## src/rtl/fetch_pkg.sv

```systemverilog
// -----------------------------------------------------------------------------
// fetch_pkg
// Shared types and constants for the instruction fetch unit.
//   fetch_state_e    : fetch FSM states (IDLE, WAIT, DISCARD)
//   PC_STEP          : byte increment between consecutive instruction words
//   DEFAULT_RESET_PC : default fetch PC after reset
//   fetch_entry_t    : one buffered instruction together with its PC
// -----------------------------------------------------------------------------
package fetch_pkg;

  typedef enum logic [1:0] {
    IDLE    = 2'd0,
    WAIT    = 2'd1,
    DISCARD = 2'd2
  } fetch_state_e;

  localparam logic [31:0] PC_STEP          = 32'd4;
  localparam logic [31:0] DEFAULT_RESET_PC = 32'h0000_0000;

  typedef struct packed {
    logic [31:0] pc;
    logic [31:0] instr;
  } fetch_entry_t;

endpackage

```

## src/rtl/fetch_fifo.sv

```systemverilog
// -----------------------------------------------------------------------------
// fetch_fifo
// Synchronous first-word-fallthrough FIFO holding fetched {pc, instr} entries.
// Ports:
//   clk      : clock, all state changes on posedge
//   reset    : synchronous active-low reset
//   push_i   : write data_i this cycle
//   pop_i    : drop the head entry this cycle (ignored when empty)
//   flush_i  : empty the FIFO; wins over push and pop
//   data_i   : entry to write
//   data_o   : head entry (all zeros while empty)
//   count_o  : number of stored entries (0..DEPTH)
//   full_o   : count_o == DEPTH
//   empty_o  : count_o == 0
// DEPTH must be a power of two, at least 2, so the pointers wrap naturally.
// -----------------------------------------------------------------------------
module fetch_fifo
  import fetch_pkg::*;
#(
  parameter int DEPTH = 4
) (
  input  logic                   clk,
  input  logic                   reset,
  input  logic                   push_i,
  input  logic                   pop_i,
  input  logic                   flush_i,
  input  fetch_entry_t           data_i,
  output fetch_entry_t           data_o,
  output logic [$clog2(DEPTH):0] count_o,
  output logic                   full_o,
  output logic                   empty_o
);

  localparam int PW = $clog2(DEPTH);
  localparam int CW = PW + 1;

  fetch_entry_t  mem_q [DEPTH];
  logic [PW-1:0] wrPtr_q, wrPtr_d;
  logic [PW-1:0] rdPtr_q, rdPtr_d;
  logic [CW-1:0] count_q, count_d;
  logic          pushFire;
  logic          popFire;

  assign empty_o = (count_q == '0);
  assign full_o  = (count_q == CW'(DEPTH));
  assign count_o = count_q;
  // Gating the head keeps the outputs at zero when nothing valid is stored.
  assign data_o  = empty_o ? '0 : mem_q[rdPtr_q];

  // Next-state for pointers and occupancy; a push into a full FIFO is only
  // allowed when a pop frees the head in the same cycle.
  always_comb begin
    popFire  = pop_i & ~empty_o;
    pushFire = push_i & (~full_o | popFire);
    wrPtr_d  = wrPtr_q;
    rdPtr_d  = rdPtr_q;
    count_d  = count_q;
    if (flush_i) begin
      wrPtr_d = '0;
      rdPtr_d = '0;
      count_d = '0;
    end else begin
      if (pushFire) wrPtr_d = wrPtr_q + PW'(1);
      if (popFire)  rdPtr_d = rdPtr_q + PW'(1);
      case ({pushFire, popFire})
        2'b10:   count_d = count_q + CW'(1);
        2'b01:   count_d = count_q - CW'(1);
        default: count_d = count_q;
      endcase
    end
  end

  // Pointer and occupancy registers.
  always_ff @(posedge clk) begin
    if (!reset) begin
      wrPtr_q <= '0;
      rdPtr_q <= '0;
      count_q <= '0;
    end else begin
      wrPtr_q <= wrPtr_d;
      rdPtr_q <= rdPtr_d;
      count_q <= count_d;
    end
  end

  // Entry storage; contents need no reset because the head is gated by empty.
  always_ff @(posedge clk) begin
    if (pushFire && !flush_i) begin
      mem_q[wrPtr_q] <= data_i;
    end
  end

endmodule

```

## src/rtl/imem_fetch_unit.sv

```systemverilog
// -----------------------------------------------------------------------------
// imem_fetch_unit
// Instruction fetch stage: owns the fetch PC, issues one-outstanding reads to
// instruction memory and buffers returned words for the core.
// Ports:
//   clk, reset         : clock and synchronous active-low reset
//   mem_req, mem_addr  : memory read request and word-aligned address
//   mem_ack, mem_rdata : one-cycle acknowledge with the returned word
//   inst_valid/data/pc : head of the instruction buffer towards the core
//   inst_ready         : core consumes the head entry
//   redirect(_pc)      : flush the buffer and restart fetch at a new PC
//   perf_fetched       : (FETCH_PERF_EN only) words pushed into the buffer
//   perf_discarded     : (FETCH_PERF_EN only) returned words thrown away
// Build option: define FETCH_PERF_EN to add the saturating perf counters.
// -----------------------------------------------------------------------------
module imem_fetch_unit
  import fetch_pkg::*;
#(
  parameter int          DEPTH    = 4,
  parameter logic [31:0] RESET_PC = DEFAULT_RESET_PC
) (
  input  logic        clk,
  input  logic        reset,
  output logic        mem_req,
  output logic [31:0] mem_addr,
  input  logic        mem_ack,
  input  logic [31:0] mem_rdata,
  output logic        inst_valid,
  output logic [31:0] inst_data,
  output logic [31:0] inst_pc,
  input  logic        inst_ready,
  input  logic        redirect,
  input  logic [31:0] redirect_pc
`ifdef FETCH_PERF_EN
  ,
  output logic [31:0] perf_fetched,
  output logic [15:0] perf_discarded
`endif
);

  localparam int CW = $clog2(DEPTH) + 1;
  localparam logic [CW-1:0] LastFreeCount = CW'(DEPTH - 1);

  fetch_state_e  state_q;
  logic [31:0]   fpc_q;
  logic          memReq_q;
  logic [31:0]   memAddr_q;

  logic          pushFire;
  logic          popFire;
  logic          keepFetching;
  logic [31:0]   redirectAligned;
  logic [CW-1:0] fifoCount;
  logic          fifoFull;
  logic          fifoEmpty;
  fetch_entry_t  fifoHead;
  fetch_entry_t  fifoIn;
  logic          unusedPcBits;

  assign unusedPcBits    = ^redirect_pc[1:0];
  assign redirectAligned = {redirect_pc[31:2], 2'b00};

  // Buffer handshake. A redirect empties the buffer, so a word returning in
  // the same cycle is never pushed.
  always_comb begin
    pushFire     = (state_q == WAIT) & mem_ack & ~redirect;
    popFire      = ~fifoEmpty & inst_ready;
    fifoIn.pc    = fpc_q;
    fifoIn.instr = mem_rdata;
    // With this request retiring, outstanding drops to zero, so the next
    // request is legal whenever the post-push occupancy stays below DEPTH.
    keepFetching = popFire | (fifoCount < LastFreeCount);
  end

  fetch_fifo #(
    .DEPTH (DEPTH)
  ) u_fifo (
    .clk     (clk),
    .reset   (reset),
    .push_i  (pushFire),
    .pop_i   (popFire),
    .flush_i (redirect),
    .data_i  (fifoIn),
    .data_o  (fifoHead),
    .count_o (fifoCount),
    .full_o  (fifoFull),
    .empty_o (fifoEmpty)
  );

  // Fetch FSM with registered memory request outputs. fpc tracks the address
  // of the outstanding request in WAIT and the next address otherwise.
  always_ff @(posedge clk) begin
    if (!reset) begin
      state_q   <= IDLE;
      fpc_q     <= RESET_PC;
      memReq_q  <= 1'b0;
      memAddr_q <= RESET_PC;
    end else begin
      case (state_q)
        IDLE: begin
          if (redirect) begin
            fpc_q <= redirectAligned;
          end else if (!fifoFull) begin
            state_q   <= WAIT;
            memReq_q  <= 1'b1;
            memAddr_q <= fpc_q;
          end
        end
        WAIT: begin
          if (redirect) begin
            fpc_q <= redirectAligned;
            if (mem_ack) begin
              state_q  <= IDLE;
              memReq_q <= 1'b0;
            end else begin
              state_q <= DISCARD;
            end
          end else if (mem_ack) begin
            fpc_q <= fpc_q + PC_STEP;
            if (keepFetching) begin
              memAddr_q <= fpc_q + PC_STEP;
            end else begin
              state_q  <= IDLE;
              memReq_q <= 1'b0;
            end
          end
        end
        DISCARD: begin
          if (redirect) fpc_q <= redirectAligned;
          if (mem_ack) begin
            state_q  <= IDLE;
            memReq_q <= 1'b0;
          end
        end
        default: begin
          state_q  <= IDLE;
          memReq_q <= 1'b0;
        end
      endcase
    end
  end

  assign mem_req    = memReq_q;
  assign mem_addr   = memAddr_q;
  assign inst_valid = ~fifoEmpty;
  assign inst_data  = fifoHead.instr;
  assign inst_pc    = fifoHead.pc;

`ifdef FETCH_PERF_EN
  logic        dropFire;
  logic [31:0] perfFetched_q;
  logic [15:0] perfDiscarded_q;

  assign dropFire = mem_ack & ((state_q == DISCARD) | ((state_q == WAIT) & redirect));

  // Saturating event counters.
  always_ff @(posedge clk) begin
    if (!reset) begin
      perfFetched_q   <= '0;
      perfDiscarded_q <= '0;
    end else begin
      if (pushFire && (perfFetched_q != '1))   perfFetched_q   <= perfFetched_q + 32'd1;
      if (dropFire && (perfDiscarded_q != '1)) perfDiscarded_q <= perfDiscarded_q + 16'd1;
    end
  end

  assign perf_fetched   = perfFetched_q;
  assign perf_discarded = perfDiscarded_q;
`endif

endmodule

```

## config.mk

```make
export PLATFORM = sky130hd
export DESIGN_NAME = imem_fetch_unit
export DESIGN_NICKNAME = d
export VERILOG_FILES = /design/src/rtl/fetch_pkg.sv /design/src/rtl/fetch_fifo.sv /design/src/rtl/imem_fetch_unit.sv
export SDC_FILE = /design/constraint.sdc
export NUM_CORES = 1
export LEC_CHECK = 0
export CORE_AREA = 10 10 193 141
export DETAILED_ROUTE_END_ITERATION = 10
export DIE_AREA = 0 0 203 151
export GPL_TIMING_DRIVEN = 0
export HOLD_SLACK_MARGIN = 0.08
export PLACE_DENSITY = 0.84
export SYNTH_ARGS = -nofsm -noshare
export SYNTH_HDL_FRONTEND = slang
export SYNTH_HIERARCHICAL = 1
export SYNTH_SLANG_ARGS = --single-unit
```

## constraint.sdc

```tcl
create_clock -name clk -period 24.9 [get_ports clk]
set_input_delay 6.225 -clock clk [delete_from_list [all_inputs] [get_ports clk]]
set_output_delay 6.225 -clock clk [all_outputs]
set_load 0.1 [all_outputs]
```

[After elaboration in Yosys (flattened, before gate mapping)]
Memory sizes are Yosys's and may differ from the RTL's. A register that Yosys moved wholly into a read port is not among the register bits.
Index checks and enable logic that the tools add are counted.
Cells by class
  add/subtract/negate cells: 5
  $lt $le $gt $ge: 1
  equality and inequality tests: 14
  muxes and demuxes: 31
  bitwise gates (word level): 11
  reduce and logical (&&, ||, !) cells: 13
Operator list (number)
  $mux 32: 8
  $pmux 32 s2: 2
  $mux 64: 1
  $add 32x3->32 const B: 1
  $mux 2: 9
  $ne 2x2->1 const B: 6
  $mux 1: 8
  $ne 3x3->1 const B: 2
  $pmux 2 s3: 1
  $pmux 3 s2: 1
  $reduce_and 6->1: 1
  $reduce_bool 2->1: 3
  $and 1x1->1: 5
  $reduce_and 5->1: 1
  $add 2x1->2 const B: 2
  $eq 2x1->1 const B: 2
  $eq 2x2->1 const B: 2
  $not 1->1: 4
  $reduce_and 4->1: 1
  $reduce_or 2->1: 2
  $add 3x1->3 const B: 1
  $eq 3x3->1 const B: 1
  $logic_not 3->1: 1
  $lt 3x2->1 const B: 1
  other kinds (8): 9
Storage, ports and cells
  register bits after elaboration: 74
  RAM bits: 256
  output and inout bits: 98
  word-level logic and storage cells: 83
  memories kept: 1
Memory list
  u_fifo.mem_q: words 4, bits a word 64, rd ports 1, clocked after Yosys merged registers in 1, write ports 1, line fetch_fifo.sv:37  | fetch_entry_t mem_q [DEPTH];

[Logic depth before layout (Yosys ltp)]
  depth after elaboration: 9
  mapped depth: 11
  gate-level depth less buffers: 10

[Cells and area by module]
Netlist, hierarchy kept.
Modules (own cells, without submodules)
  fetch_fifo: instances 1, cells each 461, area each 10176.0 um^2, sequential area each 7867.5 um^2
  imem_fetch_unit: instances 1, cells each 488, area each 3724.8 um^2, sequential area each 1261.2 um^2

[Worst setup path after synthesis]
OpenSTA, ideal clock, no wires.
  path type: input to register
  start point: input port redirect
  end point: memory u_fifo/mem_q[1][0] (netlist bit) (enable)
  library setup time: 0.578 ns
  arrival: 11.601 ns
  slack: 12.721 ns
  cell stages on the path: 4
  cell sequence: clkbuf_1 and4bb_2 nand2_1 nor3b_1
Between the ends
  word-level cells in the longest chain between the ends: 6
  elaborated cells between the ends (all ways): 7
  classes of those cells: mux: 2; bitwise: 3; reduce/logical: 2
Ends and longest elaborated chain
  start, declared: line imem_fetch_unit.sv:32  | input logic redirect,
  $not 1->1: line imem_fetch_unit.sv:66  | pushFire = (state_q == WAIT) & mem_ack & ~redirect;
  $and 1x1->1: line imem_fetch_unit.sv:66
  named net pushFire: line imem_fetch_unit.sv:49  | logic pushFire;
  $and 1x1->1: line fetch_fifo.sv:54  | pushFire = push_i & (~full_o | popFire);
  $logic_and 1x1->1: line fetch_fifo.sv:88  | if (pushFire && !flush_i) begin
  $mux 1: line fetch_fifo.sv:88
  $mux 1 (implied by the code): line fetch_fifo.sv:89  | mem_q[wrPtr_q] <= data_i;
  end, declared: line fetch_fifo.sv:37
The timed path passes the listed nets, and every way through them passes these cells.

[Worst setup path in the final report]
  start point: register u_fifo.count_q[0], in the netlist u_fifo/count_o[0]
  end point: output port inst_data[28]
Between the ends
  word-level cells in the longest chain between the ends: 2
Ends and longest elaborated chain
  start, declared: line fetch_fifo.sv:40  | logic [CW-1:0] count_q, count_d;
  start signal, assigned: line fetch_fifo.sv:82  | count_q <= count_d;
  $logic_not 3->1: line fetch_fifo.sv:44  | assign empty_o = (count_q == '0);
  $mux 64: line fetch_fifo.sv:48  | assign data_o = empty_o ? '0 : mem_q[rdPtr_q];
  end, declared: line imem_fetch_unit.sv:29  | output logic [31:0] inst_data,
Every way passes these cells.

==> impl_metrics.json <==
{
  "slew_violations": 0,
  "cts_root_buf": "clkbuf_16",
  "ys_seq_area_share_pct": 65.7,
  "fill_cells": 1475,
  "die_h_um": 151,
  "cts_tree": "done",
  "min_period_ns": 9.44,
  "max_stage_delay_ns": 1.02,
  "yosys.area_share.adder_pct": 0.684,
  "synth_top_area_share_pct": 55.3,
  "crit_fanout": 10,
  "worst_slack_ns": 15.46,
  "tightest_slew_ns": 1.07,
  "stdcell_count": 1519,
  "final_area_sq_um": 17300,
  "cts_made_buffers": 30,
  "synth_compound_gate_area_share_pct": 7.07,
  "place.port_buffers": 162,
  "antennaDiodeCount": 0,
  "antenna_found_initial": 0,
  "viasPerCell": 6.13,
  "grt_pass1_vias": 9351,
  "synth_common_cells": "edfxtp_1 (256), dfxtp_1 (72), nor2b_1 (65)",
  "wire_per_inst_um": 24.5,
  "cp_cell_sequence": "nor3_4 -> buf_4 -> clkbuf_1 -> nor2b_1 -> clkdlybuf4s50_1",
  "post-cts-setup-buffers": 0,
  "start_kind": "register",
  "core_sq_um": 23300,
  "overflow": 0,
  "clock-sinks": 328,
  "async_reset_ff_share_pct": 0,
  "maxSlewHeadroom_pct": 28.7,
  "htreeDepth": 1,
  "dpl-instance-area_sq_um": 16300,
  "status": "finished, final reports clean",
  "cp.arrival_ns": 3.22,
  "max_cap_violations": 0,
  "routed_wl_um": 37300,
  "multiInputGateArea_sq_um": 4410,
  "synth.area.top_cells": "edfxtp_1 (55%), dfxtp_1 (10%), mux4_2 (10%)",
  "start_util_pct": 59.5,
  "yosys.cell_types.count": 64,
  "worstSetupPathType": "register to output port",
  "clk_pin_slew_ns": 0.06,
  "grt_max_degree": 16,
  "cts-resized-gates": 0,
  "ys.flop_type": "edfxtp_1",
  "fmax_mhz": 106,
  "end_kind": "output port",
  "syn_avg_cell_area_sq_um": 14.6,
  "synth_xor_area_share_pct": 1.95,
  "dpl.hpwl_um": 25900,
  "place_inst": 1463,
  "grt_pass1_wl_um": 56300,
  "drc": 0,
  "clock_path_buffers": 3,
  "grt.total_usage_pct": 24.0,
  "yosysMostFrequentCell": "edfxtp_1",
  "power.leakage_uw": 0.00557,
  "synth_simple_gate_area_share_pct": 11.2,
  "synthMuxAreaShare_pct": 10.4,
  "finalCritPeriodShare_pct": 37.9,
  "ctsHoldBuffers": 0,
  "syn_inst": 949,
  "drive_gt1_share_pct": 16.0,
  "skew_ns": 0.0119,
  "yosysTopAreaCell": "edfxtp_1",
  "yosys_warnings": 6,
  "finalSetupViolCount": 0,
  "syn_to_final_growth_pct": 24.2,
  "syn-cell-area_sq_um": 13900,
  "clock_latency_ns": 0.56,
  "layout.nets": 1253,
  "ys_ff_latch": 328,
  "slowest_stage": "clkdlybuf4s50_1",
  "ant_nets": 0,
  "route.vias.total": 9308,
  "drt-initial-drc-count": 1037,
  "place_ws_ns": 15.22,
  "synth-edff-count": 256,
  "worstPathRequired_ns": 18.67,
  "dieArea_sq_um": 30700,
  "rsz0062_at_grt": "no",
  "finalHoldViolations": 0,
  "power_density_nw_per_um2": 68.2,
  "die-width_um": 203,
  "gp_congestion": 0.984,
  "std_cell_rows": 47,
  "tns_ns": 0,
  "regArea_sq_um": 9130,
  "hp-class": "register to register",
  "ir_drop_mv": 0.0563,
  "ios": 167,
  "dr.pass1.iters": 6,
  "synth_top_family_by_area": "simple AND/OR/NAND/NOR gates"
}
report_power, final:
| group | leakage (uW) | internal [uW] | switching [uW] |
|---|---|---|---|
| registers | 0.00293 | 599 | 12.2 |
| clock network | 0.000492 | 264 | 197 |
| logic | 0.00215 | 31.3 | 72.5 |
sequential cells by signal, summed over array words and instances, names as in the netlist, named ones only:
signal,count
fpc_q,30
mem_addr,30
mem_req,1
state_q,2
u_fifo/count_o,3
u_fifo/mem_q,256
u_fifo/rdPtr_q,2
u_fifo/wrPtr_q,2
kinds of logic (layout without fill, tap and decap cells):
logic type	count (synthesis)	count (layout)
multiplexers	65	65
AO/OA/AOI/OAI	161	161
other	1	10
XOR/XNOR	31	31
flip-flops	328	328
adder cells (fa/ha/maj)	7	7
buffers and inverters	83	326
AND/OR/NAND/NOR	273	273
worst max-delay path, delay by kind of cell, from the launching register on:
family	cells	cell delay, ns
buffers and inverters	3	1.80
DFF	1	0.41
and+or+nand+nor	2	0.42
final timing paths:
path	to	depth (start not counted)	slack [ns]	from
min reg2reg	mem_addr[8]$_SDFFE_PN0P_	2	0.50	mem_addr[8]$_SDFFE_PN0P_
min	mem_addr[8]$_SDFFE_PN0P_	2	0.50	mem_addr[8]$_SDFFE_PN0P_
max reg2reg	u_fifo/mem_q[3][36]$_DFFE_PP_	10	21.10	u_fifo/count_o[0]$_SDFFE_PP0P_
max	inst_data[28]	5	15.46	u_fifo/count_o[0]$_SDFFE_PP0P_
metal layers:
layer	vias to the layer above	GRT usage, %	routed length (um)
met3	57	5.57	3760
met5	-	0.324	0
met1	4626	33.8	15600
li1	4107	-	-
met2	518	37.5	17200
met4	0	5.21	645
area by class of cell:
| type | count | area share [%] |
|---|---|---|
| buffer | 73 | 2.17 |
| clock buffer | 47 | 5.32 |
| clock inverter | 9 | 0.500 |
| inverter | 10 | 0.217 |
| multi-input combinational | 547 | 25.6 |
| sequential | 328 | 52.9 |
| tap | 318 | 2.30 |
| timing repair buffer | 187 | 11.0 |
per-stage QoR:
step                      hold slack (ns)  util [%]  power (uW)
final                               0.501      73.9        1180
after global routing                0.525      73.9        1210
after CTS                           0.501      73.9        1180
after detailed placement            0.489      69.6         724
after global placement              0.474      68.3         722
after floorplan                     0.455         -         684
placed cells by master (no fill, tap or decap), types with 8 or more instances in the layout:
cell / synthesis / final
edfxtp_1: 256 / 256
clkdlybuf4s50_1: 0 / 162
dfxtp_1: 72 / 72
nor2b_1: 65 / 65
mux4_2: 64 / 64
o21ai_0: 50 / 50
a21oi_1: 47 / 47
nor2_1: 44 / 44
clkbuf_1: 33 / 41
nand2_1: 39 / 39
clkbuf_16: 0 / 32
buf_6: 8 / 30
nand3_1: 23 / 23
buf_2: 21 / 21
nor3_1: 18 / 18
nand4_1: 16 / 16
xnor2_1: 16 / 16
xor2_1: 15 / 15
inv_1: 10 / 10
and3_1: 10 / 10
nor4_1: 10 / 10
conb_1: 1 / 10
a31oi_1: 9 / 9
a211oi_1: 8 / 8
Note: power is estimated with default switching activity, not from simulation.
